File: config.mk
export PLATFORM = sky130hd
export DESIGN_NAME = jtframe_rom_arb
export DESIGN_NICKNAME = d
export VERILOG_FILES = /design/src/rtl/jtframe_rom_arb_pkg.sv /design/src/rtl/jtframe_rr_pick.sv /design/src/rtl/jtframe_rom_arb.sv
export SDC_FILE = /design/constraint.sdc
export NUM_CORES = 1
export LEC_CHECK = 0
export BUFFER_PORTS_ARGS = -buffer_cell sky130_fd_sc_hd__buf_4
export CORE_MARGIN = 2
export CORE_UTILIZATION = 48
export CTS_CLUSTER_SIZE = 30
export DETAILED_ROUTE_END_ITERATION = 12
export PLACE_DENSITY = 0.81
export SYNTH_ARGS = -nofsm -noshare
export SYNTH_HDL_FRONTEND = slang
export SYNTH_SLANG_ARGS = --single-unit
File: constraint.sdc
create_clock -name clk -period 6.5 [get_ports clk]
set_input_delay 1.3 -clock clk [delete_from_list [all_inputs] [get_ports clk]]
set_output_delay 1.3 -clock clk [all_outputs]
set_load 0.05 [all_outputs]
File: src/rtl/jtframe_rom_arb_pkg.sv
// Shared types and helpers for the SDRAM ROM port arbiter.
package jtframe_rom_arb_pkg;

  typedef enum logic [1:0] {
    IDLE     = 2'd0,
    WAIT_ACK = 2'd1,
    WAIT_RDY = 2'd2
  } arb_state_t;

  localparam int WDOG_W = 8;

  // Next slot index, wrapping back to 0 after slots-1.
  function automatic logic [2:0] wrap_inc(input logic [2:0] idx, input int slots);
    return (int'(idx) >= slots - 1) ? 3'd0 : idx + 3'd1;
  endfunction

endpackage

File: src/rtl/jtframe_rr_pick.sv
// Combinational round-robin picker: first requester after last_i wins.
// JTFRAME_ROMARB_PRIO0_EN: slot 0 always wins when requesting; the
// rotation then covers slots 1..SLOTS-1 only.
module jtframe_rr_pick
  import jtframe_rom_arb_pkg::*;
#(
  parameter int SLOTS = 4
) (
  input  logic [SLOTS-1:0] req_i,
  input  logic [2:0]       last_i,
  output logic             valid_o,
  output logic [2:0]       idx_o
);

  logic [7:0] req_pad;
  assign req_pad = 8'(req_i);

  // Scan forward from last_i+1; the first hit is kept.
  always_comb begin
    logic [2:0] cand;
    valid_o = 1'b0;
    idx_o   = 3'd0;
    cand    = last_i;
`ifdef JTFRAME_ROMARB_PRIO0_EN
    for (int k = 0; k < SLOTS - 1; k++) begin
      cand = (int'(cand) >= SLOTS - 1) ? 3'd1 : cand + 3'd1;
      if (!valid_o && req_pad[cand]) begin
        valid_o = 1'b1;
        idx_o   = cand;
      end
    end
    if (req_pad[0]) begin
      valid_o = 1'b1;
      idx_o   = 3'd0;
    end
`else
    for (int k = 0; k < SLOTS; k++) begin
      cand = wrap_inc(cand, SLOTS);
      if (!valid_o && req_pad[cand]) begin
        valid_o = 1'b1;
        idx_o   = cand;
      end
    end
`endif
  end

endmodule

File: src/rtl/jtframe_rom_arb.sv
// SDRAM ROM read-port arbiter: one read at a time, round-robin grants,
// refresh allowed while idle, no grants during ROM download.
// Optional macro JTFRAME_ROMARB_PRIO0_EN gives slot 0 strict priority.
module jtframe_rom_arb
  import jtframe_rom_arb_pkg::*;
#(
  parameter int SLOTS = 4,
  parameter int AW    = 22,
  parameter int DW    = 32,
  parameter int TOUT  = 255
) (
  input  logic              clk,
  input  logic              rst,
  input  logic              downloading,
  input  logic [SLOTS-1:0]  slot_req,
  input  logic [SLOTS*AW-1:0] slot_addr,
  output logic [SLOTS-1:0]  slot_ok,
  output logic [DW-1:0]     slot_dout,
  output logic              sdram_req,
  output logic [AW-1:0]     sdram_addr,
  input  logic              sdram_ack,
  input  logic              data_rdy,
  input  logic [DW-1:0]     data_read,
  output logic              refresh_en,
  output logic [2:0]        sel
);

  localparam logic [WDOG_W-1:0] TOUT_W = WDOG_W'(TOUT);

  arb_state_t        state_q;
  logic [2:0]        sel_q, last_q, last_d;
  logic [AW-1:0]     addr_q;
  logic              req_q, refresh_q;
  logic [SLOTS-1:0]  ok_q;
  logic [DW-1:0]     dout_q;
  logic [WDOG_W-1:0] wdog_q;
  logic              pick_valid_d;
  logic [2:0]        pick_idx_d;

  jtframe_rr_pick #(.SLOTS(SLOTS)) u_pick (
    .req_i   (slot_req),
    .last_i  (last_q),
    .valid_o (pick_valid_d),
    .idx_o   (pick_idx_d)
  );

  // Pointer value after a completed read; slot 0 leaves it alone in priority mode.
  always_comb begin
    last_d = sel_q;
`ifdef JTFRAME_ROMARB_PRIO0_EN
    if (sel_q == 3'd0) last_d = last_q;
`endif
  end

  // Transaction sequencer with watchdog and registered outputs.
  always_ff @(posedge clk or posedge rst) begin
    if (rst) begin
      state_q   <= IDLE;
      sel_q     <= 3'd0;
      last_q    <= 3'(SLOTS - 1);
      addr_q    <= '0;
      req_q     <= 1'b0;
      refresh_q <= 1'b1;
      ok_q      <= '0;
      dout_q    <= '0;
      wdog_q    <= '0;
    end else begin
      ok_q <= '0;
      case (state_q)
        IDLE: begin
          refresh_q <= 1'b1;
          if (!downloading && pick_valid_d) begin
            sel_q     <= pick_idx_d;
            addr_q    <= slot_addr[int'(pick_idx_d)*AW +: AW];
            req_q     <= 1'b1;
            refresh_q <= 1'b0;
            wdog_q    <= '0;
            state_q   <= WAIT_ACK;
          end
        end
        WAIT_ACK: begin
          wdog_q <= wdog_q + 1'b1;
          if (wdog_q == TOUT_W) begin
            req_q     <= 1'b0;
            refresh_q <= 1'b1;
            state_q   <= IDLE;
          end else if (sdram_ack) begin
            req_q <= 1'b0;
            if (data_rdy) begin
              dout_q    <= data_read;
              ok_q      <= SLOTS'(1) << sel_q;
              last_q    <= last_d;
              refresh_q <= 1'b1;
              state_q   <= IDLE;
            end else begin
              state_q <= WAIT_RDY;
            end
          end
        end
        WAIT_RDY: begin
          wdog_q <= wdog_q + 1'b1;
          if (wdog_q == TOUT_W) begin
            refresh_q <= 1'b1;
            state_q   <= IDLE;
          end else if (data_rdy) begin
            dout_q    <= data_read;
            ok_q      <= SLOTS'(1) << sel_q;
            last_q    <= last_d;
            refresh_q <= 1'b1;
            state_q   <= IDLE;
          end
        end
        default: state_q <= IDLE;
      endcase
    end
  end

  assign slot_ok    = ok_q;
  assign slot_dout  = dout_q;
  assign sdram_req  = req_q;
  assign sdram_addr = addr_q;
  assign refresh_en = refresh_q;
  assign sel        = sel_q;

endmodule

==> results by group, run 1 <==
Critical path
  • Crit Path Category: flop to flop
  • Library cell contributing the largest single delay on the critical path: sky130_fd_sc_hd__a2111oi_1
  • Critical Path Sink Type: flop
  • R2R Setup Slk: 680 ps
  • Worst flop-to-flop path startpoint: last_q[2]$_DFFE_PP0P_
  • Maximum fanout encountered on the critical timing path: 30
  • Critical Path Source: last_q[2]$_DFFE_PP0P_
  • Cell mode on critical path: sky130_fd_sc_hd__ha_1
  • Crit path DAT: 6070 ps
  • CP Capture Point: wdog_q[2]$_DFFE_PP0P_
  • Critical path, cell by cell: inv_1 > ha_1 > a2111oi_1 > ha_1 > ha_1 > inv_1 > nand3_1 > nor2_1 > ha_1 > ha_1 > or3_1 > ha_1 > inv_1 > o31a_1 > a32oi_2 > a311oi_1 > o31ai_4 > buf_4 > nand2_1 > nand3_1 > and3_1
  • Maximum cell stage delay along the critical path: 720 ps
  • Endpoint of the worst-slack reg-to-reg timing path: wdog_q[2]$_DFFE_PP0P_
  • Worst endpoint required time: 6760 ps
  • Number of cells on the worst reg-to-reg path: 21
  • Launching element type of the critical path: flop

Logic synthesis
  • #FFs+latches synth: 76
  • Post-Synthesis Cell Area: 4400 um^2
  • Synthesized netlist cell count: 401
  • Share of synthesized area occupied by flip-flops and latches: 43.3%
  • Syn. warnings: 0
  • Total nets after synthesis: 542
  • Mean Syn Cell Area: 11.0 um^2
  • Post-synth cell types: 58

STA
  • Fmax achieved: 0.172 GHz
  • Sum Neg Setup Slack: 0 ps
  • RSZ-0062 raised after global routing: no
  • Post-route clock period utilization: 89.5%
  • Maximum clock skew at final layout: 12.8 ps
  • Actual slew at the worst max-slew pin: 962 ps
  • Final setup violation count: 0
  • Final hold violation count: 0
  • Final min period: 5820 ps
  • Relative slew slack: 35.9%
  • Number of slew-limit violations in the final report: 0

Clock tree
  • Hold buffer count at cts: 0
  • CTS tree: done
  • Clock buffers created by TritonCTS: 9
  • Worst-skew pair later-pin latency: 360 ps
  • Maximum root-to-sink buffer count: 2
  • Postcts setup bufs: 0
  • Clock Sink Count: 76
  • Buffer type at the clock tree root: sky130_fd_sc_hd__clkbuf_8
  • Level count of the clock H-tree: 3
  • Clock-pin slew reported for the worst setup and hold paths after clock tree synthesis: 90 ps
  • Cells resized by post-CTS repair: 0

Worst hold path
  • Type of the worst min-delay path: flop to flop

Global routing
  • First-pass GRT wire length: 19900 um
  • Total overflow reported by the global router: 0
  • Total routing resource utilization after global routing: 25.3%
  • Vias in the first global route: 4135
  • Largest net degree at the start of global routing: 77
  • Initial antenna violation count: 0

Drt
  • Number of vias after detailed routing: 3981
  • Antenna Nets Post-Route: 0
  • Final WL: 12400 um
  • TritonRoute pass-1 iters: 5
  • 1st-iter DRT viols: 203
  • Per-cell via count in the routed design: 5.68
  • Post-detailed-route wirelength per cell: 17.7 um
  • DR DRC count: 0

Place
  • Routability-driven placement congestion ratio: 0.938
  • Placed instance area: 5880 um^2
  • Half-perimeter wire length after detailed placement: 9460 um
  • Number of placed instances with taps included: 685
  • Number of input and output port buffers inserted: 191

Die
  • Standard-cell row count: 34
  • Die width: 99.7 um
  • # IOs: 192
  • Core ar.: 8810 um^2
  • Starting utilization of the core area: 49.9%
  • Die height: 99.7 um
  • Die ar.: 9940 um^2

Finish
  • Share of post-route cells with drive strength above 1: 44.5%
  • Number of antenna repair diodes: 0
  • Layout Cells excl Fill: 701
  • Final net count: 729
  • Final Instance Area: 6090 um^2
  • Layout area overhead: 38.4%
  • Filler instances: 686

Run
  • # Max-Cap Violations: 0

Run status
  • Result of the run: complete, no violations
[synth_stat cells, drive strengths merged]
master | n | area [um^2]
a31oi | 7 | 43.8
o31a | 1 | 8.76
nand2b | 2 | 12.5
o21ai | 11 | 55.1
nor2b | 4 | 25.0
a41o | 3 | 41.3
and3 | 13 | 81.3
o31ai | 4 | 53.8
buf | 11 | 121
a2111oi | 4 | 61.3
and2 | 4 | 25.0
o22ai | 1 | 6.26
ha | 12 | 150
a21oi | 9 | 45.0
o22a | 1 | 8.76
dfrtp | 73 | 1830
nand4b | 2 | 17.5
nand3 | 10 | 50.1
o221ai | 23 | 201
dfstp | 3 | 78.8
mux2i | 49 | 490
o41ai | 2 | 17.5
nor3 | 5 | 30.0
a21boi | 1 | 7.51
nor2 | 14 | 52.6
or3 | 2 | 12.5
o311ai | 1 | 8.76
and3b | 1 | 8.76
a211oi | 2 | 20.0
a21o | 1 | 7.51
nand2 | 39 | 146
nor4b | 1 | 8.76
a32oi | 1 | 16.3
nor3b | 3 | 22.5
a221o | 1 | 10.0
a311oi | 1 | 8.76
or4b | 2 | 27.5
a22o | 1 | 8.76
inv | 22 | 82.6
mux2 | 36 | 405
nand4 | 7 | 43.8
xor2 | 1 | 8.76
clkbuf | 10 | 37.5
[metal layers]
layer,share of wire (%),GRT usage [%],vias to the layer above,wire (um)
met4,1.4,5.90,0,180
met2,54,45.4,162,6680
met3,7.3,7.45,18,911
li1,-,-,1873,-
met1,37,30.0,1928,4650
met5,0,0,-,0
[critical path, delay by kind of cell (launching register included)]
kind            cells  cell delay, ps
compound gates      5            1920
fa+ha+maj           6            1570
buf+inv             4             550
flops               1             550
simple gates        6            1110
[stage by stage]
| stage | worst slack (ps) | util, % | hold WS, ps |
|---|---|---|---|
| CTS | 724 | 69.1 | 496 |
| detailed placement | 709 | 66.8 | 474 |
| global placement | 1060 | 66.8 | 472 |
| global route | 162 | 69.1 | 522 |
| finish | 683 | 69.1 | 493 |
| floorplan | 1580 | - | 482 |
[area by class of cell]
class                      instances  area (um^2)  area share (%)
sequential                        76         1910            31.3
tap                              108          135            2.22
clock inverter                     7         82.6            1.36
inverter                          22         82.6            1.36
timing repair buffer             197         1490            24.5
multi-input combinational        282         2270            37.2
clock buffer                       9          124            2.03
[sequential cells by signal, indices dropped and copies added, names as in the netlist]
| signal | count |
|---|---|
| wdog_q | 8 |
| slot_ok | 4 |
| sdram_req | 1 |
| sdram_addr | 22 |
| last_q | 3 |
| refresh_en | 1 |
| state_q | 2 |
| slot_dout | 32 |
| sel | 3 |
[worst min-delay path by stage]
stage / start / endpoint / slack, ps / cells after the start
floorplan: wdog_q[7]$_DFFE_PP0P_ / wdog_q[7]$_DFFE_PP0P_ / 480 / 1
CTS: sdram_addr[21]$_DFFE_PP0P_ / sdram_addr[21]$_DFFE_PP0P_ / 500 / 2
detailed placement: sdram_addr[21]$_DFFE_PP0P_ / sdram_addr[21]$_DFFE_PP0P_ / 470 / 2
global placement: sdram_addr[12]$_DFFE_PP0P_ / sdram_addr[12]$_DFFE_PP0P_ / 470 / 2
finish: sdram_addr[21]$_DFFE_PP0P_ / sdram_addr[21]$_DFFE_PP0P_ / 490 / 2
global route: sdram_addr[6]$_DFFE_PP0P_ / sdram_addr[6]$_DFFE_PP0P_ / 520 / 2
[cells by family (layout without fill, tap and decap cells)]
group / after synthesis / in the layout / share of synthesized area (%)
AOI/OAI and AO/OA: 75 / 75 / 14.3
xor gates and xnor gates: 1 / 1 / 0.199
adders and majority gates: 12 / 12 / 3.41
buffers and inverters: 43 / 235 / 5.49
DFF: 76 / 76 / 43.3
muxes: 85 / 85 / 20.4
and+or+nand+nor: 109 / 109 / 12.8
[cell usage in the layout (no fill, tap or decap), types with 9 or more instances in the layout]
cell	count
sky130_fd_sc_hd__inv_1	20
sky130_fd_sc_hd__nor2_1	14
sky130_fd_sc_hd__nand3_1	10
sky130_fd_sc_hd__o221ai_1	23
sky130_fd_sc_hd__a21oi_1	9
sky130_fd_sc_hd__mux2_2	35
sky130_fd_sc_hd__nand2_1	39
sky130_fd_sc_hd__buf_4	196
sky130_fd_sc_hd__dfrtp_1	73
sky130_fd_sc_hd__ha_1	12
sky130_fd_sc_hd__clkbuf_8	9
sky130_fd_sc_hd__mux2i_1	49
sky130_fd_sc_hd__and3_1	13
Power of run 1 is left out: the tool's default activity adds up to more than one toggle a clock period on the data nets, which glitch-free logic cannot reach.
==> run 2, diff against run 1 <==
--- a/config.mk
+++ b/config.mk
@@ -6,11 +6,14 @@
 export NUM_CORES = 1
 export LEC_CHECK = 0
 export BUFFER_PORTS_ARGS = -buffer_cell sky130_fd_sc_hd__buf_4
+export CAP_MARGIN = 25
+export CELL_PAD_IN_SITES_DETAIL_PLACEMENT = 0
+export CELL_PAD_IN_SITES_GLOBAL_PLACEMENT = 1
 export CORE_MARGIN = 2
-export CORE_UTILIZATION = 48
+export CORE_UTILIZATION = 36
 export CTS_CLUSTER_SIZE = 30
 export DETAILED_ROUTE_END_ITERATION = 12
-export PLACE_DENSITY = 0.81
+export PLACE_DENSITY_LB_ADDON = 0.1
 export SYNTH_ARGS = -nofsm -noshare
 export SYNTH_HDL_FRONTEND = slang
 export SYNTH_SLANG_ARGS = --single-unit
==> run 2 against run 1 <==
Compared with the run above:
- worst hold slack got worse by 4.9 ps
- critical path depth rose by 2
- highest routed layer unchanged
- fmax is 2.3% higher
- clock-buffer cell count up 1
- flip-flop and latch count did not move
- non-clock buffer count rose by 1
- die area is 32% higher
- routed wire length is 0.56% higher
- worst setup slack gained 130 ps
- clock skew shrank 5.1 ps
- first-iteration DRC count shrank 48%
- critical path type unchanged
==> results by group, run 2 (same netlist as run 1, synthesis figures left out) <==
Global routing
  • Largest net degree at the start of global routing: 77 (unchanged)
  • Total routing resource utilization after global routing: 18.8% (-6.5 points)
  • Total overflow reported by the global router: 0 (unchanged)
  • Vias in the first global route: 3777 (-8.7%)
  • First-pass GRT wire length: 19300 um (-3.3%)
  • Initial antenna violation count: 0 (unchanged)

Critical path
  • Worst endpoint required time: 6690 ps (-70 ps)
  • Launching element type of the critical path: flop
  • Crit path max-delay family: compound AO/OA/AOI/OAI gates
  • Library cell contributing the largest single delay on the critical path: sky130_fd_sc_hd__a2111oi_1
  • Critical Path Sink Type: flop
  • CP Buf/Inv Count: 5 (+1)
  • Cell mode on critical path: sky130_fd_sc_hd__ha_1
  • Crit Path Category: flop to flop
  • Crit path DAT: 5880 ps (-190 ps)
  • Maximum fanout encountered on the critical timing path: 15 (-50%)
  • Critical path, cell by cell: inv_1 > ha_1 > a2111oi_1 > ha_1 > ha_1 > inv_1 > nand3_1 > nor2_1 > ha_1 > ha_1 > a41o_4 > inv_1 > ha_1 > ha_1 > and2_1 > a32oi_2 > a311oi_1 > buf_4 > nand2_1 > nor3_1 > o21ai_1 > buf_4 > o221ai_1
  • Maximum cell stage delay along the critical path: 710 ps (about the same)
  • R2R Setup Slk: 820 ps (+130 ps)

Finish
  • Commonest non-fill, non-tap cells in the layout: sky130_fd_sc_hd__buf_4, sky130_fd_sc_hd__dfrtp_1, sky130_fd_sc_hd__mux2i_1
  • Max reg flops: 32 (unchanged)
  • Layout Cells excl Fill: 741 (+5.7%)
  • Layout area overhead: 42.5%
  • Number of antenna repair diodes: 0 (unchanged)
  • Commonest non-fill, non-tap cell in the layout: sky130_fd_sc_hd__buf_4
  • Share of post-route cells with drive strength above 1: 44.8% (+0.26 points)
  • Final net count: 730 (+0.14%)
  • Filler instances: 1089 (+59%)

Clock tree
  • Hold buffer count at cts: 0 (unchanged)
  • Postcts setup bufs: 0 (unchanged)
  • Worst-skew pair later-pin latency: 340 ps (-20 ps)
  • Level count of the clock H-tree: 3 (unchanged)
  • Buffer type at the clock tree root: sky130_fd_sc_hd__clkbuf_16
  • Maximum root-to-sink buffer count: 2 (unchanged)
  • Cells resized by post-CTS repair: 0 (unchanged)
  • Clock buffers created by TritonCTS: 9 (unchanged)
  • Clock Sink Count: 76 (unchanged)
  • Clock-pin slew reported for the worst setup and hold paths after clock tree synthesis: 60 ps (-30 ps)
  • CTS tree: done

Drt
  • DR DRC count: 0 (unchanged)
  • 1st-iter DRT viols: 105 (-48%)
  • Post-detailed-route wirelength per cell: 16.9 um (-4.9%)
  • Number of vias after detailed routing: 3900 (-2.0%)
  • TritonRoute pass-1 iters: 5 (unchanged)
  • Antenna Nets Post-Route: 0 (unchanged)
  • Final WL: 12500 um (+0.56%)
  • Per-cell via count in the routed design: 5.26 (-7.3%)

STA
  • RSZ-0062 raised after global routing: no
  • Relative slew slack: 40.8% (+4.9 points)
  • Final hold violation count: 0 (unchanged)
  • Maximum clock skew at final layout: 7.63 ps (-5.13 ps)
  • Fmax achieved: 0.176 GHz (+2.3%)
  • Final min period: 5680 ps (-132 ps)
  • Actual slew at the worst max-slew pin: 887 ps (-75.0 ps)
  • Sum Neg Setup Slack: 0 ps (unchanged)
  • Post-route clock period utilization: 87.5% (-2.0 points)
  • Final setup violation count: 0 (unchanged)
  • Number of slew-limit violations in the final report: 0 (unchanged)

Die
  • Standard-cell row count: 40 (+18%)
  • Starting utilization of the core area: 36.8% (-13 points)
  • Die width: 115 um (+15%)
  • # IOs: 192 (unchanged)
  • Die height: 115 um (+15%)
  • Die ar.: 13100 um^2 (+32%)
  • Core ar.: 12000 um^2 (+36%)

Run
  • # Max-Cap Violations: 0 (unchanged)

Place
  • Number of input and output port buffers inserted: 191 (unchanged)
  • Routability-driven placement congestion ratio: 0.843 (-10%)
  • Number of placed instances with taps included: 724 (+5.7%)
  • Half-perimeter wire length after detailed placement: 9510 um (+0.53%)

Worst hold path
  • Type of the worst min-delay path: flop to flop

Run status
  • Result of the run: complete, no violations
## run 2: cell types whose count changed in the layout (fill, tap and decap cells not counted), moves of 2 or more
cell	change
sky130_fd_sc_hd__clkbuf_16	+9
sky130_fd_sc_hd__clkbuf_8	-8
sky130_fd_sc_hd__clkinv_2	+3
sky130_fd_sc_hd__clkinvlp_4	-2
## run 2: worst paths after layout
path                                           startpoint                    endpoint  cells after the start
worst max-delay path                last_q[2]$_DFFE_PP0P_  sdram_addr[16]$_DFFE_PP0P_                     23
worst min-delay path            sdram_addr[8]$_DFFE_PP0P_   sdram_addr[8]$_DFFE_PP0P_                      2
worst max register to register      last_q[2]$_DFFE_PP0P_  sdram_addr[16]$_DFFE_PP0P_                     23
worst min register to register  sdram_addr[8]$_DFFE_PP0P_   sdram_addr[8]$_DFFE_PP0P_                      2
max in group asynchronous                             rst       last_q[1]$_DFFE_PP1P_                      4
min in group asynchronous                             rst   slot_dout[28]$_DFFE_PP0P_                      3
## run 2: layout make-up
class / count / area, um^2 / area share (%)
Clock buffer: 10 / 239 / 3.82
Clock inverter: 6 / 62.6 / 0.999
Inverter: 22 / 82.6 / 1.32
Multi-Input combinational cell: 282 / 2270 / 36.3
Sequential cell: 76 / 1910 / 30.4
Tap cell: 147 / 184 / 2.94
Timing Repair Buffer: 198 / 1520 / 24.3
## run 2: through the flow
stage | setup slack [ps] | hold WS, ps | utilization (%) | cell area, um^2
after global routing | 366 | 512 | 52.4 | 6260
after floorplan | 1580 | 482 | - | 4400
after global placement | 1130 | 473 | 49.6 | 5930
after CTS | 841 | 491 | 52.1 | 6240
after detailed placement | 878 | 475 | 49.6 | 5930
final | 815 | 488 | 52.4 | 6260
## run 2: tightest hold or removal path, cell delays in order (launching register included)
cell and delay [ps]:
sky130_fd_sc_hd__dfrtp_1 340, sky130_fd_sc_hd__nand2_1 50, sky130_fd_sc_hd__o221ai_1 60
## run 2: routing by layer
| layer | global-route usage [%] | vias up | routed length, um |
|---|---|---|---|
| li1 | - | 1873 | - |
| met3 | 4.08 | 22 | 693 |
| met5 | 0 | - | 0 |
| met2 | 32.6 | 141 | 6540 |
| met4 | 8.13 | 0 | 330 |
| met1 | 22.5 | 1864 | 4930 |
Power of run 2 is left out for the same reason.
